==> src/rtl/frame_capture.sv <==
// Captures one filtered frame into on-chip RAM and serves host reads.
// Registered read port returns pre-write data on same-address collisions.
module frame_capture #(
  parameter  int W     = 5,
  parameter  int H     = 5,
  localparam int OW    = W - 2,
  localparam int OH    = H - 2,
  localparam int DEPTH = OW * OH,
  localparam int AW    = (DEPTH > 1) ? $clog2(DEPTH) : 1
) (
  input  logic          clk,
  input  logic          rst_n,
  input  logic          start,
  input  logic [7:0]    pix_in,
  input  logic          pix_in_valid,
  input  logic          rd_en,
  input  logic [AW-1:0] rd_addr,
  output logic [7:0]    rd_data,
  output logic          rd_valid,
  output logic          busy,
  output logic          frame_done,
  output logic          overflow,
  output logic [15:0]   pix_count
);

  typedef enum logic [1:0] {
    IDLE,
    CAPTURE,
    DONE
  } state_t;

  state_t        state;
  logic [AW-1:0] wr_addr;
  logic [7:0]    mem [DEPTH];
  logic          we;
  logic          last;
  logic          rd_in_range;

  assign we          = (state == CAPTURE) && pix_in_valid;
  assign last        = (wr_addr == AW'(DEPTH - 1));
  assign rd_in_range = (32'(rd_addr) < DEPTH);

  always_ff @(posedge clk or negedge rst_n) begin
    if (!rst_n) begin
      state      <= IDLE;
      wr_addr    <= '0;
      pix_count  <= '0;
      busy       <= 1'b0;
      frame_done <= 1'b0;
      overflow   <= 1'b0;
    end else begin
      unique case (state)
        IDLE: begin
          if (start) begin
            state     <= CAPTURE;
            busy      <= 1'b1;
            wr_addr   <= '0;
            pix_count <= '0;
          end
        end
        CAPTURE: begin
          if (pix_in_valid) begin
            pix_count <= pix_count + 16'd1;
            if (last) begin
              state      <= DONE;
              busy       <= 1'b0;
              frame_done <= 1'b1;
              wr_addr    <= '0;
            end else begin
              wr_addr <= wr_addr + AW'(1);
            end
          end
        end
        DONE: begin
          // a restart wins over a coincident stray pixel
          if (start) begin
            state      <= CAPTURE;
            busy       <= 1'b1;
            frame_done <= 1'b0;
            overflow   <= 1'b0;
            wr_addr    <= '0;
            pix_count  <= '0;
          end else if (pix_in_valid) begin
            overflow <= 1'b1;
          end
        end
        default: begin
          state      <= IDLE;
          busy       <= 1'b0;
          frame_done <= 1'b0;
        end
      endcase
    end
  end

  always_ff @(posedge clk) begin
    if (we) mem[wr_addr] <= pix_in;
  end

  always_ff @(posedge clk or negedge rst_n) begin
    if (!rst_n) begin
      rd_data  <= '0;
      rd_valid <= 1'b0;
    end else begin
      rd_valid <= rd_en;
      if (rd_en) rd_data <= rd_in_range ? mem[rd_addr] : 8'h00;
    end
  end

endmodule

==> config.mk <==
export PLATFORM = sky130hd
export DESIGN_NAME = frame_capture
export DESIGN_NICKNAME = d
export VERILOG_FILES = /design/src/rtl/frame_capture.sv
export SDC_FILE = /design/constraint.sdc
export NUM_CORES = 1
export LEC_CHECK = 0
export ABC_AREA = 1
export BUFFER_PORTS_ARGS = -buffer_cell sky130_fd_sc_hd__clkbuf_2
export CAP_MARGIN = 5
export CORE_AREA = 5 5 109 111
export DETAILED_ROUTE_END_ITERATION = 12
export DIE_AREA = 0 0 114 116
export PLACE_DENSITY = 0.6
export SLEW_MARGIN = 20
export SYNTH_ARGS = -nofsm -noshare
export SYNTH_HDL_FRONTEND = slang
export SYNTH_SLANG_ARGS = --single-unit
==> constraint.sdc <==
create_clock -name clk -period 3.4 [get_ports clk]
set_input_delay 0.85 -clock clk [delete_from_list [all_inputs] [get_ports clk]]
set_output_delay 0.85 -clock clk [all_outputs]
set_load 0.01 [all_outputs]
==> impl_metrics.csv, run 1 <==
group,metric,value,unit
clock_network,clk_latency,370,ps
floorplanning,fp.coreArea,10700,um2
cells_and_area,antenna_cells,0,
clock_network,clockBufferDepth,2,
sta,rsz0062_at_grt,"false",
yosys,syn_nets,511,
yosys,yosysUniqueCellTypes,29,
drt,ant_nets,0,
yosys,synth_area_per_cell,9.72,um2
cells_and_area,num-nets-final,558,
setup_path,r2r-start,"state[0]$_DFFE_PN0P_",
clock_network,ctsResizeCount,0,
yosys,ys_ff_latch,106,
sta,layout_worst_path_cycle_share,0.572,
yosys,yosysTopAreaCellShare,0.455,
power,ir_drop,356,uV
sta,hold_viol_final,0,
clock_network,cts_tree,"yes",
status,outcome,"complete, no violations",
yosys,yosysWarningCount,0,
cells_and_area,layout-drive-gt1-share,0.137,
yosys,netlist_instances,489,
clock_network,cts_setup_buffers,0,
setup_path,r2r_setup_slack,1450,ps
yosys,seq_area_frac_synth,0.634,
yosys,synth_most_common_cell,"nand2_1",
sta,skew,8.60,ps
worst_hold_path,hold_class,"reg -> reg",
global_routing,grt_pass1_vias,3275,
yosys,synthTopCellsByArea,"edfxtp_1, dfrtp_1, nand2_1",
sta,max_freq,514,MHz
placement,io_buffers,44,
global_routing,grt_max_degree,35,
yosys,syn_area,4750,um2
setup_path,crit_type,"reg -> reg",
yosys,synth_edf_count,72,
global_routing,antenna_found_initial,0,
setup_path,rr_endpoint,"pix_count[4]$_DFFE_PN0P_",
drt,viasPerCell,4.96,
floorplanning,die_y,116,um
cells_and_area,area_delta_synth_final,11.1,%
floorplanning,start_util,0.444,
sta,slew_headroom,0.403,
floorplanning,row_count,38,
setup_path,critPathRequiredTime,3700,ps
power,p_per_area,573,nW/um2
setup_path,critPathArrivalTime,2250,ps
drt,wl_per_cell,14.5,um
clock_network,clock-sinks,106,
power,p_leak,2.33,nW
setup_path,ff2ff_path_depth,8,
worst_hold_path,min_from,"busy$_DFFE_PN0P_",
floorplanning,ios,45,
floorplanning,die_width,114,um
placement,dp_hpwl,6.84,mm
setup_path,critPathLaunch,"state[0]$_DFFE_PN0P_",
placement,routabilityCongestion,0.832,
sta,slew_viol_final,0,
yosys,synth_common_cells,"nand2_1, edfxtp_1, nand3_1",
clock_network,htreeDepth,3,
setup_path,crit_path_end_kind,"flip-flop",
setup_path,critPathMaxFanout,15,
flow_run,maxCapViolations,0,
sta,setup_violations,0,
clock_network,clkSlewWorstSetupHoldPaths,90,ps
drt,drt_pass1_iterations,4,
setup_path,crit_end,"pix_count[4]$_DFFE_PN0P_",
sta,tns,0,ps
drt,finalWirelength,9.88,mm
clock_network,numCtsBuffers,9,
drt,drc,0,
clock_network,cts_hold_buf,0,
placement,dp.cells,665,
cells_and_area,stdcell_count,681,
cells_and_area,fin_util,0.494,
drt,dr_total_vias,3380,
global_routing,grt_pass1_wl,16.2,mm
sta,finalCriticalPeriod,1950,ps
floorplanning,die-area,13200,um2
yosys,synthFlopType,"edfxtp_1",
drt,drt_iter0_drc,268,
global_routing,grt_usage,0.158,
yosys,synth_top_area_cell,"edfxtp_1",
clock_network,cts-root-buf,"clkbuf_8",
sta,worst_pin_slew,895,ps
yosys,async_flop_share,0.321,
setup_path,critPathLaunchType,"flip-flop",
global_routing,grt_overflow,0,
-- sequential cells by signal (all words and copies together) (netlist names) --
register / count
busy: 1
wr_addr: 4
mem: 72
rd_data: 8
state: 2
frame_done: 1
pix_count: 16
rd_valid: 1
overflow: 1
-- layout make-up --
type | instances | area [um2]
clock inverter | 4 | 17.5
multi-input combinational | 302 | 1390
tap | 140 | 175
timing repair buffer | 54 | 295
clock buffer | 12 | 155
sequential | 106 | 3010
inverter | 63 | 236
fill | 988 | 5420
-- worst min path at each step --
stage	to	slack, ps	cells past startpoint
after global routing	busy$_DFFE_PN0P_	540	2
after detailed placement	overflow$_DFFE_PN0P_	480	2
after floorplan	state[1]$_DFFE_PN0P_	490	2
after CTS	overflow$_DFFE_PN0P_	510	2
final	busy$_DFFE_PN0P_	510	2
after global placement	overflow$_DFFE_PN0P_	470	2
-- worst max-delay path, stage by stage (launching register included) --
cell,delay (ps)
dfrtp_1,610
inv_1,110
nand2_1,380
nand2_4,220
inv_2,230
nor2_1,100
nand3_1,70
nand2_1,50
a21oi_1,120
-- layer usage --
layer,vias to the layer above,global-route usage,part of all wire
met1,1596,0.206,0.46
li1,1696,-,-
met2,78,0.258,0.47
met5,-,0,0
met3,10,0.0460,0.050
met4,0,0.0420,0.011
-- metrics by stage --
step / hold WS (ps) / setup slack, ps / power (mW) / cell area (um2)
after global placement: 473 / 1160 / 2.35 / 5110
final: 507 / 1450 / 3.03 / 5280
after detailed placement: 483 / 1120 / 2.36 / 5110
after floorplan: 486 / 1310 / 2.14 / 4750
after global routing: 536 / 1250 / 3.22 / 5280
after CTS: 505 / 1450 / 3.06 / 5280
-- layout by cell type, fill, tap and decap left out, types with 9 or more instances in the layout --
cell type and n:
buf_4 10, clkbuf_2 44, clkbuf_8 11, dfrtp_1 34, edfxtp_1 72, inv_1 59, nand2_1 140, nand3_1 66
nand4_1 9, nor2_1 34, nor3_1 11, o21ai_0 17
-- kinds of logic (layout without fill, tap and decap cells) --
family	after synthesis	in the layout	share of synthesized area
AOI/OAI and AO/OA	30	30	0.0337
xor gates and xnor gates	2	2	0.00369
and+or+nand+nor	265	265	0.242
DFF	106	106	0.634
buffers and inverters	81	133	0.0737
adders and majority gates	5	5	0.0132
-- report_power, final --
group / internal [mW] / total (mW) / switching (mW)
logic: 0.208 / 0.629 / 0.420
clock network: 0.300 / 0.703 / 0.403
registers: 1.57 / 1.69 / 0.125
total: 2.08 / 3.03 / 0.949
Power figures use the tool's default switching activity.
==> inputs of run 2 (changes only) <==
==> constraint.sdc (replaced) <==
create_clock -name clk -period 1.9 [get_ports clk]
set_input_delay 0.475 -clock clk [delete_from_list [all_inputs] [get_ports clk]]
set_output_delay 0.475 -clock clk [all_outputs]
set_load 0.01 [all_outputs]
==> run 2 against run 1 <==
Non-clock buffer count up 8. Utilization up 0.69 points. Clock-buffer cell count down 1. Setup slack worse by 1200 ps. Clock skew up 0.56 ps. Sequential power up 80%. Register-to-register slack worse by 1200 ps. Design area up 1.4%. Global-route usage up 0.58 points. Largest power group unchanged. Flip-flop and latch count unchanged. Combinational power up 83%. Clock power up 92%.
==> impl_metrics.csv, run 2 (synthesis results as in run 1) <==
group,metric,value,unit
setup_path,crit_path_cell_trace,"nand3_4, nand2_4, inv_2, nor2_1, nand3_1, nand2_1, a21oi_1",
clock_network,clockBufferDepth,2,
clock_network,clk_latency,360,ps
cells_and_area,n_fill_cell,1024,
drt,wl_per_cell,14.6,um
status,outcome,"complete, no violations",
floorplanning,fp.coreArea,10700,um2
clock_network,cts_setup_buffers,0,
drt,drt_pass1_iterations,4,
cells_and_area,layout_common_cells,"nand2_1, edfxtp_1, nand3_1",
placement,io_buffers,44,
cells_and_area,area_delta_synth_final,12.7,%
setup_path,crit_path_end_kind,"flip-flop",
global_routing,use_met2,0.253,
floorplanning,die_y,116,um
global_routing,grtUsageMet1,0.237,
sta,slew_headroom,0.635,
cells_and_area,layout-drive-gt1-share,0.149,
drt,ant_nets,0,
floorplanning,ios,45,
setup_path,cpPeakStageDelay,610,ps
drt,dr_total_vias,3456,
setup_path,crit_family,"simple AND/OR/NAND/NOR gates",
global_routing,antenna_found_initial,0,
sta,worst_pin_slew,543,ps
setup_path,slowest_stage,"dfrtp_1",
sta,setup_violations,0,
setup_path,critPathMaxFanout,15,
drt,drc,0,
global_routing,grt_pass1_vias,3377,
sta,slew_viol_final,0,
flow_run,maxCapViolations,0,
sta,rsz0062_at_grt,"false",
clock_network,numCtsBuffers,9,
global_routing,grt_usage,0.163,
floorplanning,start_util,0.444,
setup_path,critPathArrivalTime,1920,ps
sta,skew,9.16,ps
cells_and_area,biggestRegsByFlops,"mem x72, pix_count x16, rd_data x8",
drt,viasPerCell,5.02,
setup_path,crit_type,"reg -> reg",
drt,drt_iter0_drc,210,
global_routing,grt_pass1_wl,16.9,mm
clock_network,clkSlewWorstSetupHoldPaths,100,ps
sta,finalCriticalPeriod,1670,ps
global_routing,use_met3,0.0245,
floorplanning,row_count,38,
clock_network,htreeDepth,3,
worst_hold_path,hold_class,"in -> async",
power,p_leak,2.37,nW
floorplanning,die-area,13200,um2
sta,layout_worst_path_cycle_share,0.876,
setup_path,critPathBufInv,1,
cells_and_area,num-nets-final,566,
drt,finalWirelength,10.1,mm
power,p_per_area,1030,nW/um2
sta,max_freq,601,MHz
setup_path,critPathRequiredTime,2150,ps
clock_network,ctsResizeCount,0,
clock_network,cts_tree,"yes",
cells_and_area,layout_commonest_cell,"nand2_1",
sta,layout_setup_ws,235,ps
global_routing,grt_overflow,0,
global_routing,grt_max_degree,35,
cells_and_area,regMostFlops,"mem",
sta,tns,0,ps
clock_network,cts-root-buf,"clkbuf_8",
clock_network,clock-sinks,106,
power,ir_drop,751,uV
cells_and_area,largest_reg_flops,72,
placement,place_ws,249,ps
placement,dp_hpwl,7.16,mm
sta,hold_viol_final,0,
cells_and_area,antenna_cells,0,
placement,routabilityCongestion,0.801,
floorplanning,die_width,114,um
global_routing,top_usage_layer,"met2",
clock_network,cts_hold_buf,0,
setup_path,critPathLaunchType,"flip-flop",
run 2: cell count changes in the layout (fill, tap and decap cells not counted):
cell | previous run | this run
clkinv_1 | 3 | 2
clkbuf_1 | 1 | 2
clkbuf_8 | 11 | 9
clkinvlp_4 | 0 | 1
buf_4 | 10 | 18
clkinv_4 | 0 | 1
bufinv_16 | 0 | 1
clkinv_2 | 2 | 1
run 2: worst reg2reg max path, delay by kind of cell (launching register included):
family | cells | cell delay, ps
and+or+nand+nor | 5 | 780
DFF | 1 | 610
buffers and inverters | 1 | 140
AOI/OAI and AO/OA | 1 | 40
run 2: final timing paths:
| path | endpoint | slack [ps] | cells after the start | startpoint |
|---|---|---|---|---|
| setup / recovery | pix_count[4]$_DFFE_PN0P_ | 230 | 7 | state[0]$_DFFE_PN0P_ |
| hold / removal | rd_data[4]$_DFFE_PN0P_ | 140 | 2 | rst_n |
| setup reg to reg | pix_count[4]$_DFFE_PN0P_ | 230 | 7 | state[0]$_DFFE_PN0P_ |
| hold reg to reg | busy$_DFFE_PN0P_ | 480 | 2 | busy$_DFFE_PN0P_ |
| max in group asynchronous | wr_addr[2]$_DFFE_PN0P_ | 1450 | 2 | rst_n |
| min in group clk | rd_valid$_DFF_PN0_ | 360 | 1 | rd_en |
run 2: area by class of cell:
type | count | area, um2 | share of cell area
well taps | 140 | 175 | 0.0327
inverters | 63 | 236 | 0.0442
clock inverters | 5 | 55.1 | 0.0103
flip-flops and latches | 106 | 3010 | 0.563
clock buffers | 11 | 131 | 0.0245
multi-input cells | 302 | 1390 | 0.259
repair buffers | 62 | 355 | 0.0664
run 2: power breakdown:
part,internal [mW],total (mW),switching (mW)
sequential,2.80,3.04,0.237
clock,0.608,1.35,0.741
combinational,0.388,1.15,0.760
total,3.80,5.54,1.74
run 2: routing by layer:
metal  part of all wire  vias up
met4              0.014        0
met2               0.47       62
li1                   -     1712
met5                  0        -
met1               0.48     1673
met3              0.044        9
run 2: through the flow:
step / instance area (um2) / total power, mW / cells / hold WS [ps] / util
3_3_place_gp: 5170 / 4.22 / 673 / 460 / 0.483
6_report: 5350 / 5.54 / 689 / 136 / 0.500
5_1_grt: 5350 / 5.89 / 689 / 155 / 0.500
4_1_cts: 5350 / 5.60 / 689 / 136 / 0.500
2_1_floorplan: 4750 / 3.84 / 489 / 179 / -
3_5_place_dp: 5170 / 4.26 / 673 / 464 / 0.483
